File: config.mk
export PLATFORM = sky130hd
export DESIGN_NAME = pc_sequencer
export DESIGN_NICKNAME = d
export VERILOG_FILES = /design/src/rtl/pc_sequencer.sv
export SDC_FILE = /design/constraint.sdc
export NUM_CORES = 1
export LEC_CHECK = 0
export CAP_MARGIN = 20
export CORE_MARGIN = 2
export CORE_UTILIZATION = 52
export DETAILED_ROUTE_END_ITERATION = 10
export GPL_TIMING_DRIVEN = 0
export HOLD_SLACK_MARGIN = 0.06
export PLACE_DENSITY = 0.95
export SLEW_MARGIN = 25
export SYNTH_ARGS = -nofsm -noshare
export SYNTH_HDL_FRONTEND = slang
export SYNTH_SLANG_ARGS = --single-unit
File: constraint.sdc
create_clock -name clk -period 3.3 [get_ports clk]
set_clock_uncertainty 0.2 [all_clocks]
set_input_delay 0.825 -clock clk [delete_from_list [all_inputs] [get_ports clk]]
set_output_delay 0.825 -clock clk [all_outputs]
set_load 0.05 [all_outputs]
File: src/rtl/pc_sequencer.sv
// Program counter and run control: start/done handshake, problem select latch,
// next-PC selection (increment / absolute jump) and a RUN-cycle watchdog.
module pc_sequencer #(
  parameter int unsigned PC_W    = 10,
  parameter int unsigned START0  = 0,
  parameter int unsigned START1  = 128,
  parameter int unsigned START2  = 256,
  parameter logic [15:0] MAX_CYC = 16'hFFFF
) (
  input  logic            clk,
  input  logic            rst,
  input  logic            start,
  input  logic [1:0]      problem_in,
  input  logic            branch_taken,
  input  logic [7:0]      jump_target,
  input  logic            halt,
  input  logic            stall,
  output logic [PC_W-1:0] pc,
  output logic [1:0]      problem,
  output logic            running,
  output logic            done,
  output logic            timeout,
  output logic [15:0]     cyc_count
);

  typedef enum logic [1:0] {IDLE, RUN, DONE} state_t;

  typedef struct packed {
    logic [PC_W-1:0] pc;
    logic [1:0]      problem;
    logic [15:0]     cyc;
    logic            timeout;
  } ctx_t;

  localparam logic [15:0] CYC_LIM = MAX_CYC - 16'd1;

  state_t state, state_nxt;
  ctx_t   ctx, ctx_nxt;

  logic            start_ok;
  logic [PC_W-1:0] start_pc;
  logic [PC_W-1:0] jump_pc;
  logic [15:0]     cyc_inc;

  assign start_ok = start && (problem_in != 2'd3);
  assign jump_pc  = {{(PC_W-8){1'b0}}, jump_target};
  // Saturate rather than wrap so a long run never reports a small count.
  assign cyc_inc  = (ctx.cyc == 16'hFFFF) ? ctx.cyc : ctx.cyc + 16'd1;

  always_comb begin
    start_pc = PC_W'(START0);
    case (problem_in)
      2'd1:    start_pc = PC_W'(START1);
      2'd2:    start_pc = PC_W'(START2);
      default: start_pc = PC_W'(START0);
    endcase
  end

  always_ff @(posedge clk or posedge rst) begin
    if (rst) begin
      state <= IDLE;
      ctx   <= '0;
    end else begin
      state <= state_nxt;
      ctx   <= ctx_nxt;
    end
  end

  always_comb begin
    state_nxt = state;
    ctx_nxt   = ctx;
    case (state)
      IDLE, DONE: begin
        if (start_ok) begin
          state_nxt       = RUN;
          ctx_nxt.pc      = start_pc;
          ctx_nxt.problem = problem_in;
          ctx_nxt.cyc     = 16'd0;
          ctx_nxt.timeout = 1'b0;
        end
      end
      RUN: begin
        ctx_nxt.cyc = cyc_inc;
        // halt outranks the watchdog; stall outranks a taken branch.
        if (halt) begin
          state_nxt       = DONE;
          ctx_nxt.timeout = 1'b0;
        end else if (ctx.cyc == CYC_LIM) begin
          state_nxt       = DONE;
          ctx_nxt.timeout = 1'b1;
        end else if (stall) begin
          ctx_nxt.pc = ctx.pc;
        end else if (branch_taken) begin
          ctx_nxt.pc = jump_pc;
        end else begin
          ctx_nxt.pc = ctx.pc + 1'b1;
        end
      end
      default: state_nxt = IDLE;
    endcase
  end

  assign pc        = ctx.pc;
  assign problem   = ctx.problem;
  assign cyc_count = ctx.cyc;
  assign timeout   = ctx.timeout;
  assign running   = (state == RUN);
  assign done      = (state == DONE);

endmodule

==> flow_metrics.py <==
metrics = {
    "run_status": {
        "outcome": "completed",
    },
    "setup_path": {
        "crit_path_start_kind": "flop",
        "crit_required_ns": 2.27,
        "arrival_ns": 1.81,
        "crit_fanout": 5,
        "r2r_slack_ns": 1.05,
        "path_class": "reg -> out",
        "end_kind": "primary output",
        "r2r-end": "pc[9]$_DFFE_PP0P_",
        "worstRegToRegCells": 5,
        "r2r_start": "cyc_count[12]$_DFFE_PP0P_",
    },
    "grt": {
        "grt_remaining_overflow": 0,
        "grt_pass1_vias": 1685,
        "grt_max_degree": 32,
        "grt.total_usage_pct": 24.3,
        "antenna_found_initial": 0,
        "grt_pass1_wl_um": 7650,
    },
    "finish": {
        "final_cell_area_um2": 2390,
        "final_common_cell": "clkdlybuf4s50_1",
        "nNetsFinal": 269,
        "finalNonFillerCells": 297,
        "layout_common_cells": "clkdlybuf4s50_1, dfrtp_1, nor2_1",
        "seq_area_um2": 776,
        "multi_input_area_um2": 960,
        "antenna_cells": 0,
        "nFillCells": 283,
        "postLayoutCoreUtil_pct": 72.3,
        "drive_above_1_share_pct": 9.16,
        "synthToLayoutAreaGrowth_pct": 34.0,
    },
    "place": {
        "dp_cells": 289,
        "dp_slack_ns": 0.306,
        "place_area_um2": 2300,
        "dpl.hpwl_um": 3200,
        "io_buffers": 46,
        "gp_congestion": 0.928,
    },
    "pwr": {
        "powerDensity_nw_per_um2": 515,
        "p_total_mw": 1.23,
        "ir_drop_mv": 0.319,
        "p_leak_nw": 0.990,
    },
    "sta": {
        "fin_crit_ns": 2.83,
        "worst_pin_slew_ns": 0.696,
        "slew_viol_final": 0,
        "whs_ns": 0.308,
        "fin_tns_setup_ns": 0,
        "max_freq_mhz": 353,
        "fin_crit_sh_pct": 85.9,
        "setup_violations": 0,
        "hold_viol_final": 0,
        "rsz0062_at_grt": "false",
        "maxSlewHeadroom_pct": 53.2,
        "timing.final.ws_setup_ns": 0.467,
    },
    "drt": {
        "vias_per_cell": 5.77,
        "dr.pass1.iters": 4,
        "drtIter0Drc": 82,
        "vias": 1713,
        "routed_wl_um": 4400,
        "ant_nets": 0,
        "wl_per_cell_um": 14.8,
        "drc": 0,
    },
    "floorplanning": {
        "die_y_um": 62.6,
        "coreArea_um2": 3310,
        "io_pins": 47,
        "rows": 21,
        "start_util_pct": 53.9,
        "die_w_um": 62.6,
        "die_area_um2": 3920,
    },
    "yosys": {
        "async_flop_share_pct": 100,
        "synth_edf_count": 0,
        "seq_area_frac_synth_pct": 43.4,
        "synth-main-ff-cell": "dfrtp_1",
        "synth_warnings": 0,
        "synth-seq-cells": 31,
        "syn_nets": 216,
        "syn_area_per_cell_um2": 9.06,
        "syn_area_um2": 1790,
        "ys_types": 46,
        "syn_inst": 197,
    },
    "worst_hold_path": {
        "worst_hold_path.endpoint": "problem[1]$_DFFE_PP0P_",
        "holdCritPathClass": "reg -> reg",
        "hp-start": "problem[1]$_DFFE_PP0P_",
        "holdPathStages": 2,
    },
    "clock_network": {
        "clk_pin_slew_ns": 0.10,
        "cts.sinks": 31,
        "cts_tree": "yes",
        "htree_num_levels": 2,
        "cts_hold_buf": 0,
        "cts_max_path_buffers": 2,
        "cts_buffers": 5,
        "insertion_delay_ns": 0.34,
        "root_buffer": "clkbuf_4",
    },
    "job": {
        "maxCapViolCount": 0,
    },
}
[cells in the mapped netlist (all sizes together) (3+ instances only)]
master | instances | area (um^2)
a21oi | 14 | 81.3
clkbuf | 4 | 15.0
dfrtp | 31 | 776
ha | 3 | 37.5
inv | 7 | 26.3
mux2i | 3 | 30.0
nand2 | 22 | 85.1
nand2b | 3 | 18.8
nand3 | 10 | 50.1
nand4 | 4 | 61.3
nor2 | 23 | 86.3
nor3 | 12 | 65.1
nor4 | 5 | 37.5
o21ai | 10 | 50.0
o2bb2ai | 3 | 26.3
o31ai | 4 | 30.0
or4 | 4 | 33.8
xnor2 | 8 | 70.1
[worst max-delay path by stage]
stage	slack, ns	end	cells after the start	from
after detailed placement	0.31	pc[9]$_DFFE_PP0P_	6	start
after CTS	0.11	running	4	state[0]$_DFFE_PP0P_
final	0.47	done	2	state[0]$_DFFE_PP0P_
after floorplan	0.98	pc[9]$_DFFE_PP0P_	5	start
after global routing	0.38	running	4	state[0]$_DFFE_PP0P_
after global placement	0.35	pc[9]$_DFFE_PP0P_	6	start
[worst max-delay path, cell delays in order (launching register included)]
cell,delay [ns]
dfrtp_1,0.43
and2b_1,0.24
clkdlybuf4s50_1,0.80
[cell families (layout without fill, tap and decap cells)]
| kind of cell | after synthesis | count (layout) | share of synthesized area [%] |
|---|---|---|---|
| flops | 31 | 31 | 43.4 |
| mux | 3 | 3 | 1.68 |
| simple gates | 94 | 94 | 29.4 |
| fa+ha+maj | 3 | 3 | 2.10 |
| buf+inv | 13 | 67 | 2.80 |
| compound gates | 44 | 44 | 16.2 |
| xor+xnor | 9 | 9 | 4.42 |
[sequential cells by signal (all words and copies together), names as in the netlist]
name       cells
cyc_count     16
pc            10
problem        2
state          2
timeout        1
[area by class of cell]
type	count	area share, %
Timing Repair Buffer	46	19.4
Buffer	5	0.837
Sequential cell	31	32.4
Tap cell	46	2.41
Clock inverter	2	1.46
Inverter	8	1.26
Multi-Input combinational cell	153	40.1
Clock buffer	6	2.14
[what timing repair did]
item                       in CTS  in global routing
resized for setup               0                  1
setup endpoints to repair       0                  1
buffers inserted                0                  0
[power breakdown]
part	leakage [nW]	internal, mW	switching, mW	total (mW)
logic	0.523	0.147	0.287	0.434
registers	0.419	0.425	0.0586	0.484
clock network	0.0482	0.179	0.136	0.315
total	0.990	0.751	0.481	1.23
[per-layer routing]
metal,track usage [%],share of wire [%],routed length (um),vias to the layer above
met3,7.03,7.3,320,4
met4,8.06,0.77,34,0
met2,42.3,51,2220,62
li1,-,-,-,825
met5,0,0,0,-
met1,28.8,41,1820,822
(Power assumes the default switching activity.)
